[src/rtl/bg_pkg.sv]
`default_nettype none
// ============================================================================
// Module   : bg_pkg
// Brief    : Colours, door/handle geometry and screen size for the background.
// Revision : 1.0
// ============================================================================
package bg_pkg;

  localparam int H_ACTIVE = 800;
  localparam int V_ACTIVE = 600;

  localparam logic [11:0] BLANK_RGB  = 12'h000;
  localparam logic [11:0] VIOLET_RGB = 12'h82C;
  localparam logic [11:0] BROWN_RGB  = 12'h530;
  localparam logic [11:0] DOOR_RGB   = 12'h500;
  localparam logic [11:0] BORDER_RGB = 12'hFF0;
  localparam logic [11:0] FILL_RGB   = 12'h888;

  // Half-open rectangles [X0,X1) x [Y0,Y1)
  localparam int HANDLE_X0 = 720;
  localparam int HANDLE_X1 = 730;
  localparam int HANDLE_Y0 = 310;
  localparam int HANDLE_Y1 = 320;
  localparam int FRAME_X0  = 710;
  localparam int FRAME_X1  = 790;
  localparam int FRAME_Y0  = 250;
  localparam int FRAME_Y1  = 390;
  localparam int BODY_X0   = 700;
  localparam int BODY_X1   = 780;
  localparam int BODY_Y0   = 240;
  localparam int BODY_Y1   = 380;

  typedef struct packed {
    logic blank;
    logic handle;
    logic door_frame;
    logic door_body;
    logic border;
  } region_t;

  function automatic logic in_rect(input logic [10:0] h, input logic [10:0] v,
                                   input int x0, input int x1,
                                   input int y0, input int y1);
    return (int'(h) >= x0) && (int'(h) < x1) && (int'(v) >= y0) && (int'(v) < y1);
  endfunction

endpackage
`default_nettype wire

[src/rtl/obst_hit.sv]
`default_nettype none
// ============================================================================
// Module   : obst_hit
// Brief    : Combinational test of one obstacle square against a pixel.
// Revision : 1.0
// ============================================================================
module obst_hit #(
  parameter int CELL    = 100,
  parameter int COORD_W = 3
) (
  input  logic [COORD_W-1:0] i_x,
  input  logic [COORD_W-1:0] i_y,
  input  logic               i_en,
  input  logic [10:0]        i_hcount,
  input  logic [10:0]        i_vcount,
  output logic               o_hit
);

  logic [31:0] w_bx;
  logic [31:0] w_by;
  logic [31:0] w_h;
  logic [31:0] w_v;

  // Wide arithmetic so the square's far edge never wraps.
  assign w_bx = 32'(i_x) * 32'(CELL);
  assign w_by = 32'(i_y) * 32'(CELL);
  assign w_h  = 32'(i_hcount);
  assign w_v  = 32'(i_vcount);

  assign o_hit = i_en
              && (w_h >= w_bx) && (w_h < w_bx + 32'(CELL))
              && (w_v >= w_by) && (w_v < w_by + 32'(CELL));

endmodule
`default_nettype wire

[src/rtl/draw_background_grid.sv]
`default_nettype none
// ============================================================================
// Module   : draw_background_grid
// Brief    : Background layer with runtime obstacle map committed per frame.
// Revision : 1.0
// ============================================================================
module draw_background_grid
  import bg_pkg::*;
#(
  parameter int                          N_OBST       = 8,
  parameter int                          CELL         = 100,
  parameter int                          COORD_W      = 3,
  parameter int                          BLINK_FRAMES = 30,
  parameter int                          IDX_W        = (N_OBST < 2) ? 1 : $clog2(N_OBST),
  parameter logic [N_OBST*2*COORD_W-1:0] INIT_XY      = {6'o10, 6'o21, 6'o32, 30'd0},
  parameter logic [N_OBST-1:0]           INIT_EN      = 8'b1110_0000
) (
  input  logic                          pclk,
  input  logic                          rst,
  input  logic [10:0]                   hcount_in,
  input  logic [10:0]                   vcount_in,
  input  logic                          hsync_in,
  input  logic                          hblank_in,
  input  logic                          vsync_in,
  input  logic                          vblank_in,
  input  logic                          obst_wr_valid,
  output logic                          obst_wr_ready,
  input  logic [IDX_W-1:0]              obst_wr_idx,
  input  logic [COORD_W-1:0]            obst_wr_x,
  input  logic [COORD_W-1:0]            obst_wr_y,
  input  logic                          obst_wr_en,
  input  logic                          commit_req,
  output logic [10:0]                   hcount_out,
  output logic [10:0]                   vcount_out,
  output logic                          hsync_out,
  output logic                          hblank_out,
  output logic                          vsync_out,
  output logic                          vblank_out,
  output logic [11:0]                   rgb_out,
  output logic [N_OBST*2*COORD_W-1:0]   st_obst_xy,
  output logic [N_OBST-1:0]             st_obst_en
);

  localparam int SLOT_W = 2 * COORD_W;
  localparam int MAP_W  = N_OBST * SLOT_W;

  logic [MAP_W-1:0]  r_sh_xy;
  logic [N_OBST-1:0] r_sh_en;
  logic [MAP_W-1:0]  r_act_xy;
  logic [N_OBST-1:0] r_act_en;
  logic [MAP_W-1:0]  r_st_xy;
  logic [N_OBST-1:0] r_st_en;
  logic              r_commit_pending;
  logic              r_vblank_q;
  logic [7:0]        r_frame_cnt;
  logic              r_handle_on;

  logic              w_frame_start;
  logic              w_wr_fire;
  logic [N_OBST-1:0] w_hit;
  region_t           w_region;
  logic [11:0]       w_rgb;

  logic [N_OBST-1:0] r_s1_hit;
  region_t           r_s1_region;
  logic              r_s1_handle_on;
  logic [10:0]       r_s1_hcount;
  logic [10:0]       r_s1_vcount;
  logic              r_s1_hsync;
  logic              r_s1_hblank;
  logic              r_s1_vsync;
  logic              r_s1_vblank;

  assign obst_wr_ready = !r_commit_pending;
  assign w_wr_fire     = obst_wr_valid && obst_wr_ready;
  assign w_frame_start = vblank_in && !r_vblank_q;
  assign st_obst_xy    = r_st_xy;
  assign st_obst_en    = r_st_en;

  // Shadow/active maps and commit handshake; slot i lives at the MSB end.
  always_ff @(posedge pclk) begin
    if (rst) begin
      r_sh_xy          <= INIT_XY;
      r_sh_en          <= INIT_EN;
      r_act_xy         <= INIT_XY;
      r_act_en         <= INIT_EN;
      r_st_xy          <= INIT_XY;
      r_st_en          <= INIT_EN;
      r_commit_pending <= 1'b0;
    end else begin
      if (w_wr_fire) begin
        for (int i = 0; i < N_OBST; i++) begin
          if (obst_wr_idx == IDX_W'(i)) begin
            r_sh_xy[(N_OBST-1-i)*SLOT_W +: SLOT_W] <= {obst_wr_x, obst_wr_y};
            r_sh_en[N_OBST-1-i]                    <= obst_wr_en;
          end
        end
      end
      if (w_frame_start && r_commit_pending) begin
        r_act_xy         <= r_sh_xy;
        r_act_en         <= r_sh_en;
        r_commit_pending <= 1'b0;
      end else if (commit_req) begin
        r_commit_pending <= 1'b1;
      end
      r_st_xy <= r_act_xy;
      r_st_en <= r_act_en;
    end
  end

  always_ff @(posedge pclk) begin
    if (rst) begin
      r_vblank_q  <= 1'b0;
      r_frame_cnt <= 8'd0;
      r_handle_on <= 1'b1;
    end else begin
      r_vblank_q <= vblank_in;
      if (w_frame_start) begin
        if (r_frame_cnt == 8'(BLINK_FRAMES - 1)) begin
          r_frame_cnt <= 8'd0;
          r_handle_on <= ~r_handle_on;
        end else begin
          r_frame_cnt <= r_frame_cnt + 8'd1;
        end
      end
    end
  end

  for (genvar g = 0; g < N_OBST; g++) begin : g_slot
    obst_hit #(
      .CELL    (CELL),
      .COORD_W (COORD_W)
    ) u_hit (
      .i_x      (r_act_xy[(N_OBST-1-g)*SLOT_W + COORD_W +: COORD_W]),
      .i_y      (r_act_xy[(N_OBST-1-g)*SLOT_W +: COORD_W]),
      .i_en     (r_act_en[N_OBST-1-g]),
      .i_hcount (hcount_in),
      .i_vcount (vcount_in),
      .o_hit    (w_hit[g])
    );
  end

  always_comb begin
    w_region            = '0;
    w_region.blank      = hblank_in || vblank_in;
    w_region.handle     = in_rect(hcount_in, vcount_in, HANDLE_X0, HANDLE_X1, HANDLE_Y0, HANDLE_Y1);
    w_region.door_frame = in_rect(hcount_in, vcount_in, FRAME_X0, FRAME_X1, FRAME_Y0, FRAME_Y1);
    w_region.door_body  = in_rect(hcount_in, vcount_in, BODY_X0, BODY_X1, BODY_Y0, BODY_Y1);
    w_region.border     = (hcount_in == 11'd0) || (int'(hcount_in) == H_ACTIVE - 1)
                       || (vcount_in == 11'd0) || (int'(vcount_in) == V_ACTIVE - 1);
  end

  always_ff @(posedge pclk) begin
    if (rst) begin
      r_s1_hit       <= '0;
      r_s1_region    <= '0;
      r_s1_handle_on <= 1'b0;
      r_s1_hcount    <= 11'd0;
      r_s1_vcount    <= 11'd0;
      r_s1_hsync     <= 1'b0;
      r_s1_hblank    <= 1'b0;
      r_s1_vsync     <= 1'b0;
      r_s1_vblank    <= 1'b0;
    end else begin
      r_s1_hit       <= w_hit;
      r_s1_region    <= w_region;
      r_s1_handle_on <= r_handle_on;
      r_s1_hcount    <= hcount_in;
      r_s1_vcount    <= vcount_in;
      r_s1_hsync     <= hsync_in;
      r_s1_hblank    <= hblank_in;
      r_s1_vsync     <= vsync_in;
      r_s1_vblank    <= vblank_in;
    end
  end

  always_comb begin
    w_rgb = FILL_RGB;
    if (r_s1_region.blank)           w_rgb = BLANK_RGB;
    else if (|r_s1_hit)              w_rgb = VIOLET_RGB;
    else if (r_s1_region.handle)     w_rgb = r_s1_handle_on ? DOOR_RGB : BROWN_RGB;
    else if (r_s1_region.door_frame) w_rgb = BROWN_RGB;
    else if (r_s1_region.door_body)  w_rgb = DOOR_RGB;
    else if (r_s1_region.border)     w_rgb = BORDER_RGB;
  end

  always_ff @(posedge pclk) begin
    if (rst) begin
      rgb_out    <= 12'h000;
      hcount_out <= 11'd0;
      vcount_out <= 11'd0;
      hsync_out  <= 1'b0;
      hblank_out <= 1'b0;
      vsync_out  <= 1'b0;
      vblank_out <= 1'b0;
    end else begin
      rgb_out    <= w_rgb;
      hcount_out <= r_s1_hcount;
      vcount_out <= r_s1_vcount;
      hsync_out  <= r_s1_hsync;
      hblank_out <= r_s1_hblank;
      vsync_out  <= r_s1_vsync;
      vblank_out <= r_s1_vblank;
    end
  end

endmodule
`default_nettype wire
[config.mk]
export PLATFORM = sky130hd
export DESIGN_NAME = draw_background_grid
export DESIGN_NICKNAME = d
export VERILOG_FILES = /design/src/rtl/bg_pkg.sv /design/src/rtl/obst_hit.sv /design/src/rtl/draw_background_grid.sv
export SDC_FILE = /design/constraint.sdc
export NUM_CORES = 1
export LEC_CHECK = 0
export ABC_AREA = 1
export ABC_CLOCK_PERIOD_IN_PS = 7800
export BUFFER_PORTS_ARGS = -buffer_cell sky130_fd_sc_hd__buf_2
export CORE_ASPECT_RATIO = 0.9
export CORE_UTILIZATION = 66
export DETAILED_ROUTE_END_ITERATION = 10
export GPL_ROUTABILITY_DRIVEN = 0
export HOLD_SLACK_MARGIN = 0.03
export PLACE_DENSITY_LB_ADDON = 0.15
export SLEW_MARGIN = 5
export SYNTH_ARGS = -nofsm -noshare
export SYNTH_HDL_FRONTEND = slang
export SYNTH_SLANG_ARGS = --single-unit
[constraint.sdc]
create_clock -name pclk -period 7.8 [get_ports pclk]
set_input_delay 0.78 -clock pclk [delete_from_list [all_inputs] [get_ports pclk]]
set_output_delay 0.78 -clock pclk [all_outputs]
set_load 0.02 [all_outputs]
# Yosys cells after proc, flatten, opt, wreduce, memory -nomap -nowiden
# Index checks and enable logic that the tools add are counted.
[totals]
regBits = 256
latchBits = 0
ram_bits = 0
mem_bits_ro = 0
in_bits = 40
out_inout_bits = 95
elab_cells = 205
memories = 0
[classes]
n_addsub = 17
mul = 16
n_div = 0
order_cmp = 44
n_eq_ne = 10
shift = 0
n_mux = 7
bitwise = 1
reduce_logical = 66
[op_table]
columns = ["op", "n"]
rows = [
  ["$lt A11 B32 Y1", 16],
  ["$add A10 B7 Y11 const B", 16],
  ["$ge A11 B10 Y1", 16],
  ["$mul A3 B5 Y8 const B", 16],
  ["$mux W12", 4],
  ["$logic_and A1 B1 Y1", 44],
  ["$ge A11 B10 Y1 const B", 3],
  ["$lt A11 B10 Y1 const B", 3],
  ["$lt A11 B9 Y1 const B", 3],
  ["$eq A11 B11 Y1 const B", 2],
  ["$ge A11 B8 Y1 const B", 2],
  ["$logic_not A11 Y1", 2],
  ["$reduce_and A2 Y1", 9],
  ["$eq A3 B3 Y1 const B", 4],
  ["$ge A11 B9 Y1 const B", 1],
  ["$mux W11", 1],
  ["$reduce_or A10 Y1", 1],
  ["$add A8 B1 Y8 const B", 1],
  ["$eq A8 B5 Y1 const B", 1],
  ["$mux W8", 1],
  ["$reduce_or A8 Y1", 1],
  ["$eq A3 B2 Y1 const B", 2],
  ["$mux W6", 1],
  ["$logic_or A1 B1 Y1", 4],
  ["other kinds (5)", 7],
]

# Logic depth before layout (Yosys ltp)
# Gate-level depths: netlist (run 1).
[logic_depth]
ltp_word = 6
mapped_depth = 16
mapped_depth_nobuf = 16

# Hierarchy
# A second synthesis (run 1) with hierarchy kept.
[unflattened]
hier_cells = 2487
hier_area_um2 = 18507.8
[by_module_without_submodules]
columns = ["module", "instances", "cells_each", "area_per_inst_um2", "seq_area_each_um2"]
rows = [
  ["obst_hit", 8, 184, 1263.7, 0.0],
  ["draw_background_grid", 1, 1015, 8398.1, 5044.8],
]

# Worst setup path before layout (run 1)
# Ideal clock, no wire load.
[synth_path]
kind = "register to register"
from = "register r_act_xy[28]"
to = "register r_s1_hit[3]"
setup_ps = 64
arrival_ps = 2490
required_ps = 7736
slack_ps = 5246
path_stages_with_launch = 17
n_path_buf = 0
period_less_slack_ps = 2554
path_cell_list = "dfxtp_1 > inv_1 > ha_1 > inv_1 > ha_1 > ha_1 > inv_1 > a211oi_1 > xor2_1 > ha_1 > nand2_1 > inv_1 > o21ai_0 > nand3_1 > a21oi_1 > nand3_1 > nor2_1"
[synth_via]
elab_chain_len = 6
elab_cells_between_ends = 8
cone_classes = "add/sub: 1; mul: 1; order compare: 2; reduce/logical: 4"
[synth_lines]
columns = ["item", "line", "rtl"]
rows = [
  ["start: declaration", "draw_background_grid.sv:49", "logic [MAP_W-1:0] r_act_xy;"],
  ["start signal: assignment", "draw_background_grid.sv:100", "r_act_xy <= r_sh_xy;"],
  ["$mul A3 B5 Y8 (*)", "obst_hit.sv:25", "assign w_bx = 32'(i_x) * 32'(CELL);"],
  ["$add A10 B7 Y11 / $ge A11 B10 Y1 (equally long branches)", "obst_hit.sv:31", "&& (w_h >= w_bx) && (w_h < w_bx + 32'(CELL))"],
  ["$lt A11 B32 Y1 / $logic_and A1 B1 Y1 (equally long branches)", "obst_hit.sv:31", ""],
  ["$logic_and A1 B1 Y1 (*)", "obst_hit.sv:31", ""],
  ["$logic_and A1 B1 Y1 (*) (2 in series)", "obst_hit.sv:32", "&& (w_v >= w_by) && (w_v < w_by + 32'(CELL));"],
  ["end signal: assignment", "draw_background_grid.sv:165", "r_s1_hit <= w_hit;"],
  ["end: declaration", "draw_background_grid.sv:64", "logic [N_OBST-1:0] r_s1_hit;"],
]
# Every way passes the cells marked *; elsewhere a longest branch is shown, timed or not.
# A chain may end at the register's enable or synchronous reset.

# Final worst setup path (run 1)
# Ends and elaborated chain as after synthesis.

==> results_tabular.tex, run 1 <==
\begin{tabular}{lr}
\hline
Metric & Value \\
\hline
\multicolumn{2}{l}{\textbf{CTS}} \\
\quad Total clock buffers created by CTS & 27 \\
\quad Clock transition at the registers of the reported paths & 0.06 ns \\
\quad Num Clock Sinks & approximately 250 \\
\quad Clock tree from TritonCTS & built \\
\quad Post\_cts resized & 0 \\
\quad Number of post-CTS setup repair buffers & 0 \\
\quad Bufs on Longest Clock Path & 3 \\
\quad CTS Root Buffer Type & sky130\_fd\_sc\_hd\_\_clkbuf\_16 \\
\quad Post-CTS Hold Fix Bufs & 0 \\
\quad CTS H-tree lvls & 1 \\
\quad Later-pin clock latency in the skew report & between 0.5 and 0.6 ns \\
\multicolumn{2}{l}{\textbf{Routing}} \\
\quad Via Count & between 15,000 and 20,000 \\
\quad Total wire length & approximately 44,000 microns \\
\quad Average via count per standard cell & about 5.6 \\
\quad DRC & 0 \\
\quad Number of detailed-routing iterations run before antenna repair & 5 \\
\quad Average detailed-routed wire length per instance & roughly 16 microns \\
\quad Post-route ant nets & 0 \\
\quad Number of DRC violations after detailed-routing iteration 0 & between 900 and 1,000 \\
\multicolumn{2}{l}{\textbf{STA}} \\
\quad Post-route clock skew & 0.00838 ns \\
\quad Post-route clock period utilization & about 39\% \\
\quad Post-route minimum period & 3.03 ns \\
\quad Worst-case headroom to the max-slew limit & around 40\% \\
\quad Summed negative setup slack over all endpoints & 0 ns \\
\quad Setup repair after global routing missed its margin & no \\
\quad Max-slew violation total from the final report & 0 \\
\quad Count of endpoints failing setup in the final report & 0 \\
\quad Worst hold slack & 0.400 ns \\
\quad Number of endpoints with negative hold slack in the final report & 0 \\
\quad Timing-limited maximum frequency & 330 MHz \\
\quad Worst Tran Pin Value & between 0.8 and 0.9 ns \\
\multicolumn{2}{l}{\textbf{Synth}} \\
\quad EDFF count, synth & 0 \\
\quad Seq/Total Area, Yosys & between 20\% and 30\% \\
\quad Most used DFF post-synth & sky130\_fd\_sc\_hd\_\_dfxtp\_1 \\
\quad Synthesized flop and latch total & $\sim$250 \\
\quad Post-Syn Instances & $\sim$2,200 \\
\quad Post-synthesis async set-or-reset flop share & 0\% \\
\quad Synthesized area per cell & 7.80 sq um \\
\quad Distinct cell type count of the synthesized netlist & 44 \\
\quad Number of synthesis warnings & 0 \\
\quad Netlist Area Pre-Place & between 0.015 and 0.02 sq mm \\
\multicolumn{2}{l}{\textbf{Critical path}} \\
\quad Cells traversed along the worst timing path & inv\_1 -> ha\_1 -> inv\_1 -> ha\_1 -> ha\_1 -> inv\_1 -> a211oi\_1 -> xor2\_1 -> ha\_1 -> nand2\_1 -> inv\_1 -> o21ai\_0 -> nand3\_1 -> a21oi\_1 -> nand3\_1 -> nor2\_1 \\
\quad Worst endpoint data arrival time & around 3.5 ns \\
\quad Highest net fanout along the worst path & 5 \\
\quad Worst reg-to-reg path cell count & 16 \\
\quad Data required time at the worst endpoint & 8.28 ns \\
\quad Crit end category & flip-flop \\
\quad CP Launch Type & flip-flop \\
\quad Critical setup path kind & flip-flop to flip-flop \\
\quad Slowest cell delay on critical path & just over 0.4 ns \\
\quad Critical-path cell with the highest stage delay & sky130\_fd\_sc\_hd\_\_dfxtp\_1 \\
\multicolumn{2}{l}{\textbf{Global routing}} \\
\quad Overall fraction of global-route tracks in use & between 30\% and 40\% \\
\quad Overflow left after global routing & 0 \\
\quad Wire length of the first global-routing pass & $\sim$71,000 microns \\
\quad Maximum number of pins on one net before global-route repair & 75 \\
\quad Antenna violations before repair & 2 \\
\quad Vias in the first global route & approximately 15,000 \\
\multicolumn{2}{l}{\textbf{Cells and area}} \\
\quad Ratio of cells with drive above 1 in the final layout & 8.99\% \\
\quad Layout Utilization & 73.8\% \\
\quad Net total in the final layout & between 2,000 and 3,000 \\
\quad Layout Cell Area excl Fill & about 0.019 sq mm \\
\quad Commonest cells after routing, fill and taps aside & sky130\_fd\_sc\_hd\_\_ha\_1 (390), sky130\_fd\_sc\_hd\_\_nor2\_1 (346), sky130\_fd\_sc\_hd\_\_nand2\_1 (302), sky130\_fd\_sc\_hd\_\_inv\_1 (274), sky130\_fd\_sc\_hd\_\_dfxtp\_1 (252) \\
\quad Most common cell after layout, fill and taps aside & sky130\_fd\_sc\_hd\_\_ha\_1 \\
\quad Growth of design area from synthesis to finish & 10.1\% \\
\quad Post-Layout Cell Count & approximately 2,700 \\
\multicolumn{2}{l}{\textbf{Placement}} \\
\quad Cell area after placement & 0.0182 sq mm \\
\quad DPL Wire Length & about 31,000 microns \\
\quad \# port buffers & 132 \\
\quad Cell count after placement & between 2,000 and 3,000 \\
\multicolumn{2}{l}{\textbf{Floorplan}} \\
\quad Std-Cell Core Area & $\sim$0.026 sq mm \\
\quad Die X & about 170 microns \\
\quad Top-level I/O count & around 140 \\
\quad Die area & $\sim$0.027 sq mm \\
\quad Number of rows in the core area & 56 \\
\quad Initial cell density of the core & between 60\% and 70\% \\
\quad Die boundary height & roughly 160 microns \\
\multicolumn{2}{l}{\textbf{Power and ir drop}} \\
\quad Comb power frac & 21.3\% \\
\quad Largest voltage drop on the vdd net & $\sim$170 uV \\
\quad Total power density per cell area & about 180 mW/mm\^{}2 \\
\quad Switching power of the nets & between 1 and 1.5 mW \\
\quad Switching Fraction & slightly above 30\% \\
\quad Leakage power total & 9.61 nW \\
\quad Relative contribution of the clock network to total power & 39.1\% \\
\quad Relative contribution of sequential cells to total power & 39.7\% \\
\quad Internal power & roughly 2.4 mW \\
\multicolumn{2}{l}{\textbf{Job}} \\
\quad Max-capacitance violation count & 0 \\
\multicolumn{2}{l}{\textbf{Hold path}} \\
\quad Instance count along the most critical hold path & 2 \\
\quad Hold Path Class & flip-flop to flip-flop \\
\multicolumn{2}{l}{\textbf{Run status}} \\
\quad Result of the run & finished, final reports clean \\
\hline
\end{tabular}
[worst paths after layout]
check / from / to / slack [ns]
worst min-delay path: r_s1_hcount[0]$_SDFF_PP0_ / hcount_out[0]$_SDFF_PP0_ / 0.40
worst max-delay path: r_act_xy[28]$_SDFFE_PP0P_ / r_s1_hit[3]$_SDFF_PP0_ / 4.77
worst max register to register: r_act_xy[28]$_SDFFE_PP0P_ / r_s1_hit[3]$_SDFF_PP0_ / 4.77
worst min register to register: r_s1_hcount[0]$_SDFF_PP0_ / hcount_out[0]$_SDFF_PP0_ / 0.40
[synth_stat cells (all sizes together), types with 7 or more instances]
library cell | n | area share (%)
inv | 279 | 6.0
o21bai | 8 | 0.34
o2111ai | 12 | 0.60
nand3 | 73 | 2.1
a211oi | 12 | 0.52
a21oi | 148 | 4.3
o21ai | 138 | 4.0
o21a | 7 | 0.30
a21boi | 7 | 0.30
nand2 | 304 | 6.6
buf | 38 | 1.5
nand4 | 26 | 0.93
or2 | 9 | 0.32
nor3 | 46 | 1.5
nand3b | 8 | 0.34
nor2 | 356 | 8.1
clkbuf | 13 | 0.29
o211ai | 15 | 0.65
ha | 390 | 28
and3 | 8 | 0.29
dfxtp | 252 | 29
xnor2 | 27 | 1.4
xor2 | 49 | 2.5
[sequential cells by signal, summed over array words and instances, names as in the netlist, 5 cells and up]
signal       count
r_act_xy        48
rgb_out          8
r_act_en         8
st_obst_xy      48
r_sh_en          8
hcount_out      11
st_obst_en       8
r_s1_hcount     11
r_s1_vcount     11
r_s1_region      5
r_frame_cnt      8
r_sh_xy         48
vcount_out      11
r_s1_hit         8
[layer usage]
layer  global-route usage [%]  vias to the layer above  part of all wire (%)
li1                         -                     7602                     -
met1                     39.7                     7098                    42
met2                     57.2                      512                    47
met3                     4.09                      121                   6.4
met4                     14.1                        0                   4.0
met5                        0                        -                     0
[kinds of logic (layout without fill, tap and decap cells)]
| kind of cell | after synthesis | after routing | synth area share, % |
|---|---|---|---|
| and+or+nand+nor | 832 | 832 | 20.3 |
| adders and majority gates | 390 | 390 | 28.0 |
| buffers and inverters | 332 | 466 | 7.81 |
| other | 1 | 4 | 0.0215 |
| DFF | 252 | 252 | 29.0 |
| xor gates and xnor gates | 76 | 76 | 3.82 |
| AOI/OAI and AO/OA | 350 | 350 | 11.1 |
[power by group through the flow]
stage	sequential (mW)	clock [mW]	combinational [mW]
2_1_floorplan	1.41	0	0.500
3_3_place_gp	1.40	0	0.682
3_5_place_dp	1.40	0	0.722
4_1_cts	1.37	1.37	0.729
5_1_grt	1.38	1.42	0.839
6_report	1.37	1.35	0.736
[final cells by class]
type | count | area (sq um)
Multi-Input combinational cell | 1650 | 11000
Fill cell | 2053 | 6810
Sequential cell | 252 | 5040
Inverter | 281 | 1060
Clock buffer | 33 | 718
Timing Repair Buffer | 135 | 686
Tap cell | 348 | 435
Clock inverter | 17 | 218
Antenna cell | 2 | 5.00
[per-stage QoR]
stage | setup WS (ns) | total power, mW
6_report | 4.77 | 3.46
5_1_grt | 4.57 | 3.63
4_1_cts | 4.80 | 3.47
3_5_place_dp | 4.40 | 2.12
3_3_place_gp | 4.45 | 2.08
2_1_floorplan | 5.25 | 1.91
[worst max-delay path: cells and delay by family (launching register included)]
kind	cells	cell delay, ns
AO/OA/AOI/OAI	3	0.59
XOR/XNOR	1	0.20
adder cells (fa/ha/maj)	4	1.08
buffers and inverters	4	0.31
flip-flops	1	0.41
AND/OR/NAND/NOR	4	0.37
Power figures use the tool's default switching activity.
==> inputs of run 2 (changes only) <==
--- a/config.mk
+++ b/config.mk
@@ -6,10 +6,10 @@
 export NUM_CORES = 1
 export LEC_CHECK = 0
 export ABC_AREA = 1
-export ABC_CLOCK_PERIOD_IN_PS = 7800
+export ABC_CLOCK_PERIOD_IN_PS = 2900
 export BUFFER_PORTS_ARGS = -buffer_cell sky130_fd_sc_hd__buf_2
 export CORE_ASPECT_RATIO = 0.9
-export CORE_UTILIZATION = 66
+export CORE_UTILIZATION = 62
 export DETAILED_ROUTE_END_ITERATION = 10
 export GPL_ROUTABILITY_DRIVEN = 0
 export HOLD_SLACK_MARGIN = 0.03
==> constraint.sdc (replaced) <==
create_clock -name pclk -period 2.9 [get_ports pclk]
set_input_delay 0.29 -clock pclk [delete_from_list [all_inputs] [get_ports pclk]]
set_output_delay 0.29 -clock pclk [all_outputs]
set_load 0.02 [all_outputs]
==> results_tabular.tex, run 2 (same netlist as run 1, synthesis figures left out) <==
\begin{tabular}{lr}
\hline
Metric & Value \\
\hline
\multicolumn{2}{l}{\textbf{Routing}} \\
\quad Average via count per standard cell & 5.56 (was 5.64) \\
\quad Average detailed-routed wire length per instance & 16.2 microns (was 16.3 microns) \\
\quad Post-route ant nets & 0 (unchanged) \\
\quad Number of detailed-routing iterations run before antenna repair & 6 (was 5) \\
\quad DRC & 0 (unchanged) \\
\quad Number of DRC violations after detailed-routing iteration 0 & 991 (was 984) \\
\quad Via Count & 15,300 (about the same) \\
\quad Total wire length & 44,500 microns (was 44,200 microns) \\
\multicolumn{2}{l}{\textbf{STA}} \\
\quad Worst Tran Pin Value & 0.870 ns (was 0.882 ns) \\
\quad Setup repair after global routing missed its margin & no (unchanged) \\
\quad Post-route clock skew & 0.0115 ns (was 0.00838 ns) \\
\quad Final worst-path setup slack & 0.201 ns (was 4.77 ns) \\
\quad Summed negative setup slack over all endpoints & 0 ns (unchanged) \\
\quad Count of endpoints failing setup in the final report & 0 (unchanged) \\
\quad Number of endpoints with negative hold slack in the final report & 0 (unchanged) \\
\quad Post-route minimum period & 2.70 ns (was 3.03 ns) \\
\quad Worst-case headroom to the max-slew limit & 41.9\% (was 41.1\%) \\
\quad Max-slew violation total from the final report & 0 (unchanged) \\
\quad Post-route clock period utilization & 93.1\% (was 38.8\%) \\
\quad Timing-limited maximum frequency & 370 MHz (was 330 MHz) \\
\multicolumn{2}{l}{\textbf{Floorplan}} \\
\quad Std-Cell Core Area & 0.0273 sq mm (was 0.0260 sq mm) \\
\quad Number of rows in the core area & 57 (was 56) \\
\quad Die boundary height & 161 microns (was 156 microns) \\
\quad Die area & 0.0288 sq mm (was 0.0271 sq mm) \\
\quad Top-level I/O count & 135 (unchanged) \\
\quad Die X & 179 microns (was 173 microns) \\
\quad Initial cell density of the core & 63.8\% (was 67.0\%) \\
\multicolumn{2}{l}{\textbf{Hold path}} \\
\quad Hold\_sp & obst\_wr\_y[2] (was r\_s1\_hcount[0]\$\_SDFF\_PP0\_) \\
\quad Instance count along the most critical hold path & 3 (was 2) \\
\quad Hold Path Class & primary input to flip-flop (was flip-flop to flip-flop) \\
\quad Endpoint with the worst hold slack & r\_sh\_xy[14]\$\_SDFFE\_PP0P\_ (was hcount\_out[0]\$\_SDFF\_PP0\_) \\
\multicolumn{2}{l}{\textbf{Critical path}} \\
\quad Worst reg-to-reg path cell count & 16 (unchanged) \\
\quad Critical path's top delay family & adder cells (unchanged) \\
\quad CP Launch Type & flip-flop (unchanged) \\
\quad Data required time at the worst endpoint & 3.40 ns (was 8.28 ns) \\
\quad Count of buffering cells on the critical path with inverters included & 4 (unchanged) \\
\quad Highest net fanout along the worst path & 4 (was 5) \\
\quad Worst endpoint data arrival time & 3.20 ns (was 3.51 ns) \\
\quad Critical setup path kind & flip-flop to flip-flop (unchanged) \\
\quad Capture instance of the worst register-to-register path & r\_s1\_hit[1]\$\_SDFF\_PP0\_ (was r\_s1\_hit[3]\$\_SDFF\_PP0\_) \\
\quad Levels on crit path & 16 (unchanged) \\
\quad Cells traversed along the worst timing path & inv\_1 -> ha\_1 -> inv\_1 -> ha\_1 -> ha\_1 -> inv\_1 -> a211oi\_2 -> xor2\_1 -> ha\_1 -> nand2\_1 -> inv\_1 -> o21ai\_0 -> nand3\_1 -> a21oi\_1 -> nand3\_1 -> nor2\_1 (was inv\_1 -> ha\_1 -> inv\_1 -> ha\_1 -> ha\_1 -> inv\_1 -> a211oi\_1 -> xor2\_1 -> ha\_1 -> nand2\_1 -> inv\_1 -> o21ai\_0 -> nand3\_1 -> a21oi\_1 -> nand3\_1 -> nor2\_1) \\
\quad Reg-to-reg startpoint & r\_act\_xy[40]\$\_SDFFE\_PP1P\_ (was r\_act\_xy[28]\$\_SDFFE\_PP0P\_) \\
\quad Slowest cell delay on critical path & 0.38 ns (was 0.41 ns) \\
\quad Crit end category & flip-flop (unchanged) \\
\quad FF-to-FF setup slack & 0.20 ns (was 4.77 ns) \\
\quad Critical-path cell with the highest stage delay & sky130\_fd\_sc\_hd\_\_dfxtp\_1 (unchanged) \\
\multicolumn{2}{l}{\textbf{Global routing}} \\
\quad Overall fraction of global-route tracks in use & 31.1\% (was 32.4\%) \\
\quad Antenna violations before repair & 0 (was 2) \\
\quad Maximum number of pins on one net before global-route repair & 109 (was 75) \\
\quad Wire length of the first global-routing pass & 71,600 microns (was 71,100 microns) \\
\quad Overflow left after global routing & 0 (unchanged) \\
\quad Vias in the first global route & 14,800 (was 14,700) \\
\multicolumn{2}{l}{\textbf{Placement}} \\
\quad DPL Wire Length & 31,800 microns (was 31,200 microns) \\
\quad Setup slack at placement & 0.0396 ns (was 4.40 ns) \\
\quad \# port buffers & 132 (unchanged) \\
\quad Cell count after placement & 2,689 (was 2,666) \\
\multicolumn{2}{l}{\textbf{CTS}} \\
\quad Number of post-CTS setup repair buffers & 0 (unchanged) \\
\quad Later-pin clock latency in the skew report & 0.56 ns (was 0.54 ns) \\
\quad Total clock buffers created by CTS & 28 (was 27) \\
\quad Clock tree from TritonCTS & built (unchanged) \\
\quad Num Clock Sinks & 252 (unchanged) \\
\quad Bufs on Longest Clock Path & 3 (unchanged) \\
\quad CTS H-tree lvls & 1 (unchanged) \\
\quad CTS Root Buffer Type & sky130\_fd\_sc\_hd\_\_clkbuf\_16 (unchanged) \\
\quad Clock transition at the registers of the reported paths & 0.06 ns (about the same) \\
\multicolumn{2}{l}{\textbf{Run status}} \\
\quad Result of the run & finished, final reports clean (unchanged) \\
\multicolumn{2}{l}{\textbf{Cells and area}} \\
\quad Post-Layout Cell Count & 2,750 (was 2,718) \\
\quad Growth of design area from synthesis to finish & 11.9\% (was 10.1\%) \\
\quad Ratio of cells with drive above 1 in the final layout & 9.81\% (was 8.99\%) \\
\quad Net total in the final layout & 2,804 (was 2,777) \\
\quad Number of antenna cells inserted & 0 (was 2) \\
\quad Commonest cells after routing, fill and taps aside & sky130\_fd\_sc\_hd\_\_ha\_1 (389), sky130\_fd\_sc\_hd\_\_nor2\_1 (346), sky130\_fd\_sc\_hd\_\_nand2\_1 (302), sky130\_fd\_sc\_hd\_\_inv\_1 (273), sky130\_fd\_sc\_hd\_\_dfxtp\_1 (251) (was sky130\_fd\_sc\_hd\_\_ha\_1 (390), sky130\_fd\_sc\_hd\_\_nor2\_1 (346), sky130\_fd\_sc\_hd\_\_nand2\_1 (302), sky130\_fd\_sc\_hd\_\_inv\_1 (274), sky130\_fd\_sc\_hd\_\_dfxtp\_1 (252)) \\
\quad Most common cell after layout, fill and taps aside & sky130\_fd\_sc\_hd\_\_ha\_1 (unchanged) \\
\multicolumn{2}{l}{\textbf{Power and ir drop}} \\
\quad Leakage power total & 9.77 nW (was 9.61 nW) \\
\quad Total power density per cell area & 486 mW/mm\^{}2 (was 180 mW/mm\^{}2) \\
\quad Largest voltage drop on the vdd net & 437 uV (was 167 uV) \\
\multicolumn{2}{l}{\textbf{Job}} \\
\quad Max-capacitance violation count & 0 (unchanged) \\
\hline
\end{tabular}
run 2: cell count changes in the layout (fill, tap and decap cells not counted), sizes merged:
cell         previous run  this run
buf                   135       152
dlygate4sd3             0         9
clkbuf                 33        41
clkinv                 10         7
clkinvlp                3         1
diode                   2         0
inv                   281       280
run 2: metal layers:
metal | GRT usage [%] | vias up | routed length, microns
li1 | - | 7635 | -
met1 | 38.7 | 7014 | 19000
met2 | 51.9 | 505 | 20200
met3 | 4.85 | 147 | 2910
met4 | 15.8 | 0 | 2360
met5 | 0 | - | 0
run 2: where the power goes:
part | leakage [nW] | internal [mW] | switching, mW
combinational | 7.23 | 0.742 | 1.28
clock | 0.482 | 2.31 | 1.47
sequential | 2.06 | 3.60 | 0.0856
total | 9.77 | 6.66 | 2.83
run 2: worst register-to-register path: stages (launching register included):
cell	delay, ns
sky130_fd_sc_hd__dfxtp_1	0.38
sky130_fd_sc_hd__inv_1	0.08
sky130_fd_sc_hd__ha_1	0.27
sky130_fd_sc_hd__inv_1	0.04
sky130_fd_sc_hd__ha_1	0.18
sky130_fd_sc_hd__ha_1	0.32
sky130_fd_sc_hd__inv_1	0.08
sky130_fd_sc_hd__a211oi_2	0.22
sky130_fd_sc_hd__xor2_1	0.18
sky130_fd_sc_hd__ha_1	0.26
sky130_fd_sc_hd__nand2_1	0.07
sky130_fd_sc_hd__inv_1	0.03
sky130_fd_sc_hd__o21ai_0	0.14
sky130_fd_sc_hd__nand3_1	0.09
sky130_fd_sc_hd__a21oi_1	0.13
sky130_fd_sc_hd__nand3_1	0.08
sky130_fd_sc_hd__nor2_1	0.09
run 2: how the worst max path moves through the flow:
stage,end,startpoint,slack [ns]
5_1_grt,r_s1_hit[1]$_SDFF_PP0_,r_act_xy[40]$_SDFFE_PP1P_,0.003
4_1_cts,r_s1_hit[3]$_SDFF_PP0_,r_act_xy[28]$_SDFFE_PP0P_,0.02
6_report,r_s1_hit[1]$_SDFF_PP0_,r_act_xy[40]$_SDFFE_PP1P_,0.20
3_3_place_gp,r_s1_hit[3]$_SDFF_PP0_,r_act_xy[28]$_SDFFE_PP0P_,0.17
3_5_place_dp,r_s1_hit[3]$_SDFF_PP0_,r_act_xy[28]$_SDFFE_PP0P_,0.04
2_1_floorplan,r_s1_hit[3]$_SDFF_PP0_,r_act_xy[28]$_SDFFE_PP0P_,0.35
run 2: cell type report:
| type | count | area, sq um |
|---|---|---|
| tap | 354 | 443 |
| sequential | 252 | 5050 |
| clock buffer | 41 | 821 |
| clock inverter | 11 | 161 |
| timing repair buffer | 161 | 928 |
| multi-input combinational | 1650 | 11000 |
| fill | 2232 | 7810 |
| inverter | 281 | 1060 |
run 2: through the flow:
step                hold slack [ns]  total power [mW]  util, %  instance area [sq um]
floorplan                     0.388              5.15        -                  17400
global placement              0.391              5.64     67.4                  18400
detailed placement            0.393              5.73     67.4                  18400
CTS                           0.110              9.52     71.3                  19500
global route                  0.123              10.0     71.4                  19500
finish                        0.131              9.49     71.4                  19500
run 2: repair_timing:
action	CTS	global route
gates resized for setup	0	7
endpoints found under the hold margin	10	0
hold buffers	9	0
setup endpoints to repair	0	2
==> inputs of run 3 (changes only) <==
--- a/config.mk
+++ b/config.mk
@@ -5,11 +5,10 @@
 export SDC_FILE = /design/constraint.sdc
 export NUM_CORES = 1
 export LEC_CHECK = 0
-export ABC_AREA = 1
-export ABC_CLOCK_PERIOD_IN_PS = 2900
+export ABC_CLOCK_PERIOD_IN_PS = 3400
 export BUFFER_PORTS_ARGS = -buffer_cell sky130_fd_sc_hd__buf_2
 export CORE_ASPECT_RATIO = 0.9
-export CORE_UTILIZATION = 62
+export CORE_UTILIZATION = 45
 export DETAILED_ROUTE_END_ITERATION = 10
 export GPL_ROUTABILITY_DRIVEN = 0
 export HOLD_SLACK_MARGIN = 0.03
==> constraint.sdc (replaced) <==
create_clock -name pclk -period 3.4 [get_ports pclk]
set_input_delay 0.34 -clock pclk [delete_from_list [all_inputs] [get_ports pclk]]
set_output_delay 0.34 -clock pclk [all_outputs]
set_load 0.02 [all_outputs]
==> results_tabular.tex, run 3 <==
\begin{tabular}{lr}
\hline
Metric & Value \\
\hline
\multicolumn{2}{l}{\textbf{Run status}} \\
\quad Result of the run & finished, final reports clean (unchanged) \\
\multicolumn{2}{l}{\textbf{CTS}} \\
\quad CTS H-tree lvls & 1 (unchanged) \\
\quad Clock transition at the registers of the reported paths & 0.06 ns (about the same) \\
\quad Later-pin clock latency in the skew report & 0.59 ns (was 0.56 ns) \\
\quad Bufs on Longest Clock Path & 3 (unchanged) \\
\quad CTS Root Buffer Type & sky130\_fd\_sc\_hd\_\_clkbuf\_16 (unchanged) \\
\quad Clock tree from TritonCTS & built (unchanged) \\
\quad Total clock buffers created by CTS & 29 (was 28) \\
\quad Num Clock Sinks & 252 (unchanged) \\
\quad Number of post-CTS setup repair buffers & 0 (unchanged) \\
\multicolumn{2}{l}{\textbf{STA}} \\
\quad Timing-limited maximum frequency & 320 MHz (was 370 MHz) \\
\quad Setup repair after global routing missed its margin & no (unchanged) \\
\quad Count of endpoints failing setup in the final report & 0 (unchanged) \\
\quad Worst Tran Pin Value & 0.857 ns (was 0.870 ns) \\
\quad Summed negative setup slack over all endpoints & 0 ns (unchanged) \\
\quad Max-slew violation total from the final report & 0 (unchanged) \\
\quad Post-route minimum period & 3.12 ns (was 2.70 ns) \\
\quad Post-route clock skew & 0.0232 ns (was 0.0115 ns) \\
\quad Post-route clock period utilization & 91.9\% (was 93.1\%) \\
\quad Final worst-path setup slack & 0.276 ns (was 0.201 ns) \\
\quad Worst-case headroom to the max-slew limit & 42.9\% (was 41.9\%) \\
\quad Number of endpoints with negative hold slack in the final report & 0 (unchanged) \\
\multicolumn{2}{l}{\textbf{Synth}} \\
\quad Most used DFF post-synth & sky130\_fd\_sc\_hd\_\_dfxtp\_1 (unchanged) \\
\quad Distinct cell type count of the synthesized netlist & 62 (was 44) \\
\quad Post-Syn Instances & 1,881 (was 2,233) \\
\quad Seq/Total Area, Yosys & 30.0\% (was 29.0\%) \\
\quad Cell with the most instances after synthesis & sky130\_fd\_sc\_hd\_\_ha\_1 (unchanged) \\
\quad Share of Yosys cell area claimed by the top area cell type & 30.0\% (was 29.0\%) \\
\quad Most numerous cell types in the synthesized netlist & sky130\_fd\_sc\_hd\_\_ha\_1 (390), sky130\_fd\_sc\_hd\_\_dfxtp\_1 (252), sky130\_fd\_sc\_hd\_\_nand2\_1 (191) (was sky130\_fd\_sc\_hd\_\_ha\_1 (390), sky130\_fd\_sc\_hd\_\_nor2\_1 (346), sky130\_fd\_sc\_hd\_\_nand2\_1 (302)) \\
\quad Yosys top cell by area & sky130\_fd\_sc\_hd\_\_dfxtp\_1 (unchanged) \\
\quad Number of synthesis warnings & 0 (unchanged) \\
\quad Netlist Area Pre-Place & 0.0168 sq mm (was 0.0174 sq mm) \\
\quad Leading post-synthesis cells by cell area & sky130\_fd\_sc\_hd\_\_dfxtp\_1 (30\%), sky130\_fd\_sc\_hd\_\_ha\_1 (29\%), sky130\_fd\_sc\_hd\_\_a21oi\_1 (4.3\%) (was sky130\_fd\_sc\_hd\_\_dfxtp\_1 (29\%), sky130\_fd\_sc\_hd\_\_ha\_1 (28\%), sky130\_fd\_sc\_hd\_\_nor2\_1 (7.5\%)) \\
\quad EDFF count, synth & 0 (unchanged) \\
\quad Post-synthesis async set-or-reset flop share & 0\% (unchanged) \\
\quad Synthesized area per cell & 8.93 sq um (was 7.80 sq um) \\
\quad Synthesized flop and latch total & 252 (unchanged) \\
\multicolumn{2}{l}{\textbf{Placement}} \\
\quad \# port buffers & 132 (unchanged) \\
\quad Setup slack at placement & 0.296 ns (was 0.0396 ns) \\
\quad DPL Wire Length & 33,300 microns (was 31,800 microns) \\
\multicolumn{2}{l}{\textbf{Cells and area}} \\
\quad Fill cell instance count of the final layout & 3,377 (was 2,232) \\
\quad Total area of sequential cells & 0.00504 sq mm (was 0.00505 sq mm) \\
\quad Net total in the final layout & 2,442 (was 2,804) \\
\quad Most common cell after layout, fill and taps aside & sky130\_fd\_sc\_hd\_\_ha\_1 (unchanged) \\
\quad Footprint of the multi-input gates & 0.0110 sq mm (about the same) \\
\quad Growth of design area from synthesis to finish & 13.2\% (was 11.9\%) \\
\quad Commonest cells after routing, fill and taps aside & sky130\_fd\_sc\_hd\_\_ha\_1 (390), sky130\_fd\_sc\_hd\_\_dfxtp\_1 (252), sky130\_fd\_sc\_hd\_\_nand2\_1 (190), sky130\_fd\_sc\_hd\_\_nor2\_1 (160), sky130\_fd\_sc\_hd\_\_a21oi\_1 (145) (was sky130\_fd\_sc\_hd\_\_ha\_1 (389), sky130\_fd\_sc\_hd\_\_nor2\_1 (346), sky130\_fd\_sc\_hd\_\_nand2\_1 (302), sky130\_fd\_sc\_hd\_\_inv\_1 (273), sky130\_fd\_sc\_hd\_\_dfxtp\_1 (251)) \\
\quad Ratio of cells with drive above 1 in the final layout & 11.3\% (was 9.81\%) \\
\quad Number of antenna cells inserted & 0 (unchanged) \\
\multicolumn{2}{l}{\textbf{Routing}} \\
\quad Post-Route M1 WL & 22,900 microns (was 19,000 microns) \\
\quad DRC & 0 (unchanged) \\
\quad Number of DRC violations after detailed-routing iteration 0 & 766 (was 991) \\
\quad Average via count per standard cell & 5.42 (was 5.56) \\
\quad Met3 wire len & 2020 microns (was 2910 microns) \\
\quad Number of detailed-routing iterations run before antenna repair & 5 (was 6) \\
\quad Post-route ant nets & 0 (unchanged) \\
\quad Detailed-routed wire length on met2 & 20,100 microns (was 20,200 microns) \\
\quad Average detailed-routed wire length per instance & 18.5 microns (was 16.2 microns) \\
\quad Via Count & 13,600 (was 15,300) \\
\quad Total wire length & 46,500 microns (was 44,500 microns) \\
\quad Top Metal Used & met4 (unchanged) \\
\multicolumn{2}{l}{\textbf{Power and ir drop}} \\
\quad Leakage power total & 8.54 nW (was 9.77 nW) \\
\quad Relative contribution of sequential cells to total power & 42.8\% (was 38.9\%) \\
\quad Total power density per cell area & 374 mW/mm\^{}2 (was 486 mW/mm\^{}2) \\
\quad Largest voltage drop on the vdd net & 341 uV (was 437 uV) \\
\quad Internal power & 5.17 mW (was 6.66 mW) \\
\quad Switching power of the nets & 1.94 mW (was 2.83 mW) \\
\quad Relative contribution of the clock network to total power & 44.3\% (was 39.8\%) \\
\quad Comb power frac & 12.9\% (was 21.3\%) \\
\quad Switching Fraction & 27.3\% (was 29.8\%) \\
\multicolumn{2}{l}{\textbf{Critical path}} \\
\quad Capture instance of the worst register-to-register path & r\_s1\_hit[0]\$\_SDFF\_PP0\_ (was r\_s1\_hit[1]\$\_SDFF\_PP0\_) \\
\quad CP Launch Type & flip-flop (unchanged) \\
\quad Data required time at the worst endpoint & 3.91 ns (was 3.40 ns) \\
\quad FF-to-FF setup slack & 0.28 ns (was 0.20 ns) \\
\quad Highest net fanout along the worst path & 4 (unchanged) \\
\quad Worst reg-to-reg path cell count & 13 (was 16) \\
\quad Reg-to-reg startpoint & r\_act\_xy[43]\$\_SDFFE\_PP0P\_ (was r\_act\_xy[40]\$\_SDFFE\_PP1P\_) \\
\quad Critical setup path kind & flip-flop to flip-flop (unchanged) \\
\quad Worst endpoint data arrival time & 3.64 ns (was 3.20 ns) \\
\quad Crit end category & flip-flop (unchanged) \\
\multicolumn{2}{l}{\textbf{Floorplan}} \\
\quad Std-Cell Core Area & 0.0364 sq mm (was 0.0273 sq mm) \\
\quad Die area & 0.0381 sq mm (was 0.0288 sq mm) \\
\quad Number of rows in the core area & 66 (was 57) \\
\quad Top-level I/O count & 135 (unchanged) \\
\quad Die boundary height & 185 microns (was 161 microns) \\
\quad Initial cell density of the core & 46.1\% (was 63.8\%) \\
\quad Die X & 206 microns (was 179 microns) \\
\multicolumn{2}{l}{\textbf{Global routing}} \\
\quad Vias in the first global route & 13,400 (was 14,800) \\
\quad Wire length of the first global-routing pass & 72,900 microns (was 71,600 microns) \\
\quad Overflow left after global routing & 0 (unchanged) \\
\quad Maximum number of pins on one net before global-route repair & 105 (was 109) \\
\quad Overall fraction of global-route tracks in use & 24.7\% (was 31.1\%) \\
\quad Antenna violations before repair & 0 (unchanged) \\
\multicolumn{2}{l}{\textbf{Hold path}} \\
\quad Hold Path Class & primary input to flip-flop (unchanged) \\
\quad Instance count along the most critical hold path & 3 (unchanged) \\
\quad Hold\_sp & obst\_wr\_x[2] (was obst\_wr\_y[2]) \\
\quad Endpoint with the worst hold slack & r\_sh\_xy[41]\$\_SDFFE\_PP0P\_ (was r\_sh\_xy[14]\$\_SDFFE\_PP0P\_) \\
\multicolumn{2}{l}{\textbf{Job}} \\
\quad Max-capacitance violation count & 0 (unchanged) \\
\hline
\end{tabular}
run 3: changes by cell type in the layout (fill, tap and decap cells not counted), moves of 26 or more:
cell and change:
sky130_fd_sc_hd__xor2_1 -27, sky130_fd_sc_hd__o21ai_0 -102, sky130_fd_sc_hd__a21o_1 +29, sky130_fd_sc_hd__inv_1 -140, sky130_fd_sc_hd__nand2_1 -112, sky130_fd_sc_hd__nor3_1 -26, sky130_fd_sc_hd__xnor2_1 +26, sky130_fd_sc_hd__nor2_1 -186
sky130_fd_sc_hd__nor2b_1 +71, sky130_fd_sc_hd__nand3_1 -37, sky130_fd_sc_hd__mux2i_1 +42
run 3: worst max-delay path by stage:
stage / start / to / slack [ns] / cells after the start
after floorplan: r_act_xy[43]$_SDFFE_PP0P_ / r_s1_hit[0]$_SDFF_PP0_ / 0.59 / 13
after global placement: r_act_xy[43]$_SDFFE_PP0P_ / r_s1_hit[0]$_SDFF_PP0_ / 0.43 / 13
after detailed placement: r_act_xy[43]$_SDFFE_PP0P_ / r_s1_hit[0]$_SDFF_PP0_ / 0.30 / 13
after CTS: r_act_xy[43]$_SDFFE_PP0P_ / r_s1_hit[0]$_SDFF_PP0_ / 0.29 / 13
after global routing: r_act_xy[1]$_SDFFE_PP0P_ / r_s1_hit[7]$_SDFF_PP0_ / 0.05 / 13
final: r_act_xy[43]$_SDFFE_PP0P_ / r_s1_hit[0]$_SDFF_PP0_ / 0.28 / 13
run 3: final cells by class:
cell class                 instances  share of cell area [%]
inverter                         133                    2.63
clock inverter                    16                   0.888
tap                              476                    3.13
timing repair buffer             163                    4.99
clock buffer                      38                    4.21
sequential                       252                    26.5
multi-input combinational       1433                    57.6
run 3: metal layers:
| layer | track usage (%) | up-vias |
|---|---|---|
| met1 | 34.3 | 6405 |
| met2 | 39.5 | 308 |
| met5 | 0 | - |
| li1 | - | 6833 |
| met3 | 2.71 | 73 |
| met4 | 7.91 | 0 |
run 3: per-stage QoR:
stage	std cells	utilization, %	power (mW)	hold slack (ns)	area (sq um)
2_1_floorplan	1882	-	3.67	0.414	16800
3_3_place_gp	2452	49.4	3.99	0.417	18000
3_5_place_dp	2452	49.4	4.02	0.420	18000
4_1_cts	2511	52.2	7.19	0.130	19000
5_1_grt	2511	52.2	7.43	0.141	19000
6_report	2511	52.2	7.12	0.154	19000
run 3: power by group through the flow:
| stage | combinational [mW] | clock (mW) | sequential (mW) |
|---|---|---|---|
| finish | 0.915 | 3.15 | 3.05 |
| floorplan | 0.537 | 0 | 3.13 |
| detailed placement | 0.901 | 0 | 3.11 |
| global placement | 0.872 | 0 | 3.11 |
| global route | 1.03 | 3.35 | 3.06 |
| CTS | 0.911 | 3.23 | 3.05 |
run 3: what timing repair did:
item,4_1_cts,5_1_grt
gates resized for setup,0,0
endpoints found under the setup margin,0,0
hold buffers,5,0
hold endpoints to repair,5,0
run 3: logic make-up (layout without fill, tap and decap cells):
group	count (synthesis)	after routing	share of synthesized area [%]
flip-flops	252	252	30.0
XOR/XNOR	75	75	3.91
adder cells (fa/ha/maj)	390	390	29.0
multiplexers	45	45	2.70
other	1	2	0.0223
buffers and inverters	197	350	4.80
AND/OR/NAND/NOR	586	586	16.6
AO/OA/AOI/OAI	335	335	12.9
run 3: critical path, cell delays in order (launching register included):
cell                        delay (ns)
sky130_fd_sc_hd__dfxtp_1          0.37
sky130_fd_sc_hd__inv_1            0.12
sky130_fd_sc_hd__ha_1             0.29
sky130_fd_sc_hd__inv_1            0.04
sky130_fd_sc_hd__ha_1             0.19
sky130_fd_sc_hd__ha_1             0.19
sky130_fd_sc_hd__mux2_2           0.27
sky130_fd_sc_hd__a221oi_1         0.37
sky130_fd_sc_hd__ha_1             0.31
sky130_fd_sc_hd__a21o_1           0.19
sky130_fd_sc_hd__a22oi_1          0.18
sky130_fd_sc_hd__o2111ai_1        0.13
sky130_fd_sc_hd__a211o_1          0.29
sky130_fd_sc_hd__nor3_1           0.13
